`src/rtl/irr_param.sv`:
```
`default_nettype none
// ============================================================================
// Module   : irr_param
// Purpose  : Interrupt request register for an 8259-style PIC core.
//            Synchronised IR lines, per-channel edge/level capture, freeze
//            window with held edges, served-bit clear and overrun flags.
// Revision : 1.0  initial release
// ============================================================================
module irr_param #(
    parameter int N_CH        = 8,
    parameter int SYNC_STAGES = 2
) (
    input  logic            clk,
    input  logic            rst_n,
    input  logic [N_CH-1:0] ir_in,
    input  logic [N_CH-1:0] trig_level,
    input  logic            init,
    input  logic            freeze,
    input  logic [N_CH-1:0] clear_irr,
    input  logic [N_CH-1:0] lost_clr,
    output logic [N_CH-1:0] irr_out,
    output logic            irr_any,
    output logic [N_CH-1:0] lost_req
);

    logic [N_CH-1:0] r_sync [SYNC_STAGES];
    logic [N_CH-1:0] r_ir_prev;
    logic [N_CH-1:0] r_edge_hold;
    logic [N_CH-1:0] r_irr;
    logic [N_CH-1:0] r_lost;
    logic            r_irr_any;

    logic [N_CH-1:0] w_ir_s;
    logic [N_CH-1:0] w_edge_mode;
    logic [N_CH-1:0] w_rise;
    logic [N_CH-1:0] w_arrive;
    logic [N_CH-1:0] w_level_next;
    logic [N_CH-1:0] w_edge_next;
    logic [N_CH-1:0] w_irr_nxt;
    logic [N_CH-1:0] w_hold_nxt;
    logic [N_CH-1:0] w_lost_nxt;
    logic [N_CH-1:0] w_prev_nxt;

    always_ff @(posedge clk or negedge rst_n) begin
        if (!rst_n) begin
            for (int i = 0; i < SYNC_STAGES; i++) begin
                r_sync[i] <= '0;
            end
        end else begin
            r_sync[0] <= ir_in;
            for (int i = 1; i < SYNC_STAGES; i++) begin
                r_sync[i] <= r_sync[i-1];
            end
        end
    end

    always_comb begin
        w_ir_s       = r_sync[SYNC_STAGES-1];
        w_edge_mode  = ~trig_level;
        w_rise       = w_ir_s & ~r_ir_prev & w_edge_mode;
        // A held edge only counts as arriving on the cycle it is released.
        w_arrive     = w_rise | (r_edge_hold & w_edge_mode & {N_CH{~freeze}});
        w_level_next = w_ir_s & ~clear_irr;
        // A rise in the same cycle as a clear is a fresh request and survives.
        w_edge_next  = (r_irr | w_rise | r_edge_hold) & w_ir_s & ~(clear_irr & ~w_rise);

        w_irr_nxt  = '0;
        w_hold_nxt = '0;
        w_lost_nxt = '0;
        w_prev_nxt = w_ir_s;

        if (init) begin
            // All-ones previous sample forces a high line to fall before re-arming.
            w_prev_nxt = '1;
        end else begin
            if (freeze) begin
                w_irr_nxt  = r_irr & ~clear_irr;
                w_hold_nxt = r_edge_hold | w_rise;
            end else begin
                w_irr_nxt  = (trig_level & w_level_next) | (w_edge_mode & w_edge_next);
                w_hold_nxt = '0;
            end
            w_lost_nxt = (r_lost & ~lost_clr) | (w_arrive & r_irr & ~clear_irr);
        end
    end

    always_ff @(posedge clk or negedge rst_n) begin
        if (!rst_n) begin
            r_ir_prev   <= '0;
            r_edge_hold <= '0;
            r_irr       <= '0;
            r_lost      <= '0;
            r_irr_any   <= 1'b0;
        end else begin
            r_ir_prev   <= w_prev_nxt;
            r_edge_hold <= w_hold_nxt;
            r_irr       <= w_irr_nxt;
            r_lost      <= w_lost_nxt;
            r_irr_any   <= |w_irr_nxt;
        end
    end

    assign irr_out  = r_irr;
    assign irr_any  = r_irr_any;
    assign lost_req = r_lost;

endmodule
`default_nettype wire

```
`config.mk`:
```
export PLATFORM = sky130hd
export DESIGN_NAME = irr_param
export DESIGN_NICKNAME = d
export VERILOG_FILES = /design/src/rtl/irr_param.sv
export SDC_FILE = /design/constraint.sdc
export NUM_CORES = 1
export LEC_CHECK = 0
export BUFFER_PORTS_ARGS = -buffer_cell sky130_fd_sc_hd__clkbuf_2
export CAP_MARGIN = 40
export CORE_MARGIN = 3
export CORE_UTILIZATION = 55
export DETAILED_ROUTE_END_ITERATION = 7
export PLACE_DENSITY = 0.8
export SLEW_MARGIN = 40
export SYNTH_ARGS = -nofsm -noshare
export SYNTH_HDL_FRONTEND = slang
export SYNTH_SLANG_ARGS = --single-unit
```
`constraint.sdc`:
```
create_clock -name clk -period 5.7 [get_ports clk]
set_clock_uncertainty 0.15 [all_clocks]
set_input_delay 1.14 -clock clk [delete_from_list [all_inputs] [get_ports clk]]
set_output_delay 1.14 -clock clk [all_outputs]
set_load 0.01 [all_outputs]
```
==> results of run 1 <==
state kept, by name, indices dropped and copies added, names as in the netlist:
signal / flops
r_sync: 8
irr_out: 8
lost_req: 8
r_edge_hold: 8
irr_any: 1
w_ir_s: 8
r_ir_prev: 8
cells in the mapped netlist:
cell | number | share of area
nand2_1 | 5 | 0.0098
or4_1 | 1 | 0.0039
a32o_1 | 1 | 0.0052
dfrtp_1 | 49 | 0.64
a311oi_1 | 3 | 0.014
buf_4 | 1 | 0.0039
a21oi_1 | 12 | 0.031
clkbuf_1 | 3 | 0.0059
nor4b_1 | 1 | 0.0046
nand3_1 | 2 | 0.0052
nor2_1 | 29 | 0.057
o22ai_1 | 5 | 0.016
or3_1 | 1 | 0.0033
a32oi_1 | 1 | 0.0046
nand2b_1 | 8 | 0.026
a211oi_1 | 5 | 0.020
nor3_1 | 7 | 0.018
nor3b_1 | 4 | 0.016
a31o_2 | 1 | 0.0046
o32ai_1 | 1 | 0.0046
a211o_1 | 1 | 0.0046
a21boi_0 | 1 | 0.0039
or2_2 | 9 | 0.029
or4b_1 | 4 | 0.021
inv_1 | 13 | 0.025
nor2b_1 | 4 | 0.013
nand3b_1 | 1 | 0.0039
o21ai_0 | 3 | 0.0078
clkinv_1 | 1 | 0.0019
cells by family after synthesis:
kind of cell | count (synthesis) | synth area share
and+or+nand+nor | 76 | 0.210
DFF | 49 | 0.637
AOI/OAI and AO/OA | 34 | 0.116
buffers and inverters | 18 | 0.0371
cell usage in the layout, fill, tap and decap left out, drive strengths merged, types with 2 or more instances in the layout:
master  count
a21oi      12
dfrtp      49
or2         9
nor3b       4
o21ai       3
nand2       5
a211oi      5
nand3       2
or4b        4
clkbuf     59
a311oi      3
nor2b       4
o22ai       5
inv        13
nand2b      8
nor2       29
nor3        7
power groups by stage:
stage	logic, mW	registers, mW	clock network, mW
floorplan	0.0252	0.375	0
global placement	0.0547	0.374	0
detailed placement	0.0572	0.375	0
CTS	0.0576	0.368	0.215
global route	0.0638	0.370	0.231
finish	0.0569	0.368	0.210
layout make-up:
class	instances	share of cell area
well taps	44	0.0238
repair buffers	53	0.116
clock buffers	7	0.0238
clock inverters	1	0.0130
flip-flops and latches	49	0.530
inverters	14	0.0227
multi-input cells	110	0.271
worst max-delay path, delay by kind of cell:
family	cells	cell delay, ns
buf+inv	1	0.38
compound gates	1	0.24
simple gates	4	1.52
worst max path at each step:
stage | end | startpoint | slack, ns
detailed placement | irr_any | init | 2.12
CTS | irr_any | init | 2.53
global placement | irr_any | init | 2.19
finish | irr_any | init | 2.52
floorplan | irr_any | trig_level[2] | 2.49
global route | irr_any | init | 2.41
per-layer routing:
layer,track usage,share of wire
met1,0.266,0.43
met4,0.0959,0.017
met2,0.355,0.50
met3,0.0547,0.059
met5,0,0
per-stage QoR:
step           power, mW  worst slack, ns   util  std cells
3_5_place_dp       0.432             2.12  0.696        270
3_3_place_gp       0.429             2.19  0.696        270
5_1_grt            0.665             2.41  0.722        278
6_report           0.635             2.52  0.722        278
4_1_cts            0.641             2.53  0.722        278
2_1_floorplan      0.400             2.49      -        177
==> results_dict.tcl, run 1 <==
set metrics [dict create \
    clock_sinks 49 \
    r2r_start "irr_out[2]" \
    internal_power_mw 0.490 \
    grt_pass1_vias 1533 \
    fin_hold_ws_ns 0.214 \
    finalInstanceArea_um2 2310 \
    gr-total-overflow 0 \
    timing.setup.tns_ns 0 \
    power_switching_mw 0.145 \
    max_freq_ghz 0.315 \
    io_buffers 52 \
    clockPowerShare 0.331 \
    num_vias 1515 \
    slew_headroom 0.607 \
    ff_latch_area_um2 1230 \
    r2r_slack_ns 3.13 \
    outcome "complete, no violations" \
    ff2ff_path_depth 5 \
    place_congestion 0.828 \
    core-area_um2 3200 \
    num_rows 20 \
    drive_gt1_frac 0.299 \
    grt_max_degree 50 \
    cts_tree "done" \
    synth-seq-cells 49 \
    r2r_end "irr_any" \
    cpMaxStageDelayCell "or4_1" \
    fillers 254 \
    hold-path-endpoint "w_ir_s[7]" \
    synthCells 177 \
    multiInputGateArea_um2 627 \
    crit_type "in -> reg" \
    antenna_cells 0 \
    ant_nets 0 \
    path_max_fanout 24 \
    die-area_um2 4240 \
    worstSkewPairLatency_ns 0.37 \
    finalCritPeriodShare 0.557 \
    start_kind "input port" \
    setup_viol 0 \
    die_w_um 65.2 \
    viasPerCell 5.45 \
    grt_pass1_wl_mm 6.80 \
    drt_iter0_markers 93 \
    synth_area_um2 1920 \
    power.density_nw_per_um2 275 \
    ctsResizeCount 0 \
    end_kind "register" \
    placed_area_um2 2230 \
    io-pin-count 53 \
    ir_worst_vdd_v 0.000249 \
    postCtsSetupBuffers 0 \
    initial_utilization 0.601 \
    cp_cell_sequence "clkbuf_2 -> nand2b_1 -> nor3b_1 -> a31o_2 -> or4_1 -> or4b_1" \
    hold_class "reg -> reg" \
    grt_setup_unrepaired "false" \
    hp-start "r_sync[15]" \
    cp_data_arrival_time_ns 3.29 \
    p_leak_nw 1.12 \
    wirelength_mm 4.01 \
    htree_levels 2 \
    max_stage_delay_ns 0.50 \
    fin_nets 269 \
    seq_power_share 0.580 \
    pwr-share-comb 0.089 \
    syn_avg_cell_area_um2 10.9 \
    cts_buffers 5 \
    grtUsageTotal 0.214 \
    dp_hpwl_mm 2.90 \
    yosysUniqueCellTypes 29 \
    die_h_um 65.2 \
    root_buffer "clkbuf_4" \
    clk_pin_slew_ns 0.14 \
    antenna_found_initial 0 \
    wl_per_cell_um 14.4 \
    worst_pin_slew_ns 0.589 \
    area_delta_synth_final_pct 20.2 \
    drv_slew 0 \
    post-route-drc-count 0 \
    yosys_warnings 0 \
    detail_route.first_pass.iterations 4 \
    synth_fp_nets 213 \
    ctsHoldBuffers 0 \
    hold_viol_final 0 \
    yosysSeqAreaShare 0.637 \
    holdPathStages 0 \
    finalCriticalPeriod_ns 3.18 \
    maxCapViolCount 0 \
    netSwitchingFraction 0.229 \
    cp.required_ns 5.81 \
    cts_buffer_depth 2 \
]
Power figures use the tool's default switching activity.
==> run 2, diff against run 1 <==
ABC_AREA = 1   (was not set)
CORE_UTILIZATION = 52   (was 55)
PLACE_DENSITY = 0.75   (was 0.8)
clock period = 3 ns   (was 5.7 ns; I/O delays follow)
==> run 2 against run 1 <==
Final area is 7.5% higher; combinational power is 99% higher; critical path depth is 2 higher; critical path type unchanged; critical endpoint unchanged.
==> results_dict.tcl, run 2 <==
set metrics [dict create \
    setup_viol 0 \
    outcome "complete, no violations" \
    synthAdderAreaFrac 0 \
    p_leak_nw 1.45 \
    gr-total-overflow 0 \
    core-area_um2 3770 \
    drt_iter0_markers 90 \
    yosys_warnings 0 \
    yosysSeqAreaShare 0.584 \
    finalCritPeriodShare 0.546 \
    crit_type "in -> reg" \
    wl_per_cell_um 11.3 \
    netSwitchingFraction 0.242 \
    cp.buffers_inverters 2 \
    htree_levels 2 \
    ctsResizeCount 0 \
    worst_pin_slew_ns 0.572 \
    grtUsageTotal 0.187 \
    ir_worst_vdd_v 0.000379 \
    cts_tree "done" \
    clock_sinks 49 \
    cts_buffers 5 \
    placed_area_um2 2400 \
    io-pin-count 53 \
    synth_most_common_cell "inv_1" \
    internal_power_mw 0.888 \
    layout_common_cells "inv_1, clkbuf_2, dfrtp_1" \
    clockPowerShare 0.311 \
    post-route-drc-count 0 \
    antenna_found_initial 0 \
    syn_avg_cell_area_um2 8.64 \
    clk_pin_slew_ns 0.09 \
    finalCriticalPeriod_ns 1.64 \
    grt_setup_unrepaired "false" \
    crit_top_cell "nand2_1" \
    dp_hpwl_mm 2.86 \
    final_common_cell "inv_1" \
    die_w_um 69.5 \
    num_rows 22 \
    cp.required_ns 3.05 \
    yosysTopAreaCell "dfrtp_1" \
    initial_utilization 0.557 \
    root_buffer "clkbuf_8" \
    drive_gt1_frac 0.243 \
    cts_buffer_depth 2 \
    slew_headroom 0.619 \
    grt_pass1_wl_mm 7.11 \
    ctsHoldBuffers 0 \
    crit_family "simple AND/OR/NAND/NOR gates" \
    worst_slack_ns 1.36 \
    yosysUniqueCellTypes 19 \
    cp_cell_sequence "clkbuf_2 -> inv_2 -> nand2_4 -> nor3_1 -> a31oi_1 -> nand2_1 -> nor2_1 -> nand2_1" \
    detail_route.first_pass.iterations 4 \
    end_kind "register" \
    post-place-ws_ns 1.02 \
    yosys-top-cells-count "inv_1, dfrtp_1, nand2_1, nand3_1, nor2_1" \
    seq_power_share 0.593 \
    synth_fp_nets 279 \
    synth_edf_count 0 \
    synth_compound_area_frac 0.0685 \
    fin_util 0.660 \
    synth_area_um2 2100 \
    synth_top_area_share 0.584 \
    async_flop_share 1.00 \
    worstSkewPairLatency_ns 0.30 \
    synthCells 243 \
    postCtsSetupBuffers 0 \
    timing.setup.tns_ns 0 \
    path_max_fanout 18 \
    synthSimpleGateAreaFrac 0.222 \
    start_kind "input port" \
    synth_ff_type "dfrtp_1" \
    synthXorXnorAreaFrac 0 \
    synth_top_family_by_area "simple AND/OR/NAND/NOR gates" \
    max_stage_delay_ns 0.34 \
    finalInstanceArea_um2 2490 \
    drv_slew 0 \
    antenna_cells 0 \
    synth-seq-cells 49 \
    io_buffers 52 \
    cpMaxStageDelayCell "clkbuf_2" \
    num_vias 1666 \
    grt_pass1_vias 1658 \
    area_delta_synth_final_pct 18.5 \
    fin_nets 336 \
    hold_viol_final 0 \
    die-area_um2 4840 \
    power_switching_mw 0.283 \
    synthMuxAreaShare 0 \
    max_freq_ghz 0.610 \
    pwr-share-comb 0.096 \
    viasPerCell 4.77 \
    grt_max_degree 50 \
    hold_class "reg -> reg" \
    ant_nets 0 \
    die_h_um 69.5 \
    synthTopCellsByArea "dfrtp_1, inv_1, nand2_1, nand3_1, a21oi_1" \
    power.density_nw_per_um2 471 \
    wirelength_mm 3.96 \
    place_congestion 0.825 \
    maxCapViolCount 0 \
    cp_data_arrival_time_ns 1.69 \
]
run 2: changes by cell type after synthesis, sizes merged, moves of 5 or more:
cell	change
nand2b	-8
nand3	+19
o22ai	-5
a211oi	-5
nand2	+34
inv	+51
nor2	-6
o31ai	+7
run 2: cell families (layout without fill, tap and decap cells):
kind of cell    Yosys count  in the layout
compound gates           25             25
buf+inv                  67            125
simple gates            102            102
flops                    49             49
run 2: worst paths after layout:
path,from,to,slack (ns),cells past startpoint
setup / recovery,init,irr_any,1.36,8
hold / removal,r_sync[15],w_ir_s[7],0.19,0
setup reg to reg,w_ir_s[3],irr_any,1.67,8
hold reg to reg,r_sync[15],w_ir_s[7],0.19,0
max in group asynchronous,rst_n,r_ir_prev[1],2.08,2
min in group asynchronous,rst_n,w_ir_s[6],0.22,2
run 2: power by group through the flow:
stage | Clock, mW | Combinational [mW] | Sequential (mW)
final | 0.364 | 0.113 | 0.695
after global placement | 0 | 0.112 | 0.708
after floorplan | 0 | 0.0557 | 0.708
after detailed placement | 0 | 0.114 | 0.708
after CTS | 0.374 | 0.115 | 0.695
after global routing | 0.401 | 0.132 | 0.698
run 2: worst reg2reg max path, cell delays in order (launching register included):
cell     delay [ns]
dfrtp_1        0.40
nand3_1        0.16
nand3_1        0.10
inv_1          0.06
nor2_1         0.03
nor2_1         0.12
nand2_1        0.07
nor2_1         0.11
nand2_1        0.05
run 2: layout make-up:
class	instances	area (um2)
Tap cell	48	60.1
Inverter	64	240
Timing Repair Buffer	53	268
Multi-Input combinational cell	127	611
Fill cell	319	1280
Clock inverter	2	10.0
Sequential cell	49	1230
Clock buffer	6	72.6
run 2: through the flow:
step	std cells	power, mW	hold WS (ns)
2_1_floorplan	243	0.764	0.154
3_3_place_gp	341	0.819	0.182
3_5_place_dp	341	0.822	0.186
4_1_cts	349	1.18	0.201
5_1_grt	349	1.23	0.209
6_report	349	1.17	0.193
run 2: layer usage:
layer | global-route usage | routed length (um) | up-vias | part of all wire
met1 | 0.235 | 1800 | 758 | 0.45
met5 | 0 | 0 | - | 0
met4 | 0.0716 | 57 | 0 | 0.014
li1 | - | - | 851 | -
met2 | 0.301 | 1860 | 51 | 0.47
met3 | 0.0623 | 242 | 6 | 0.061
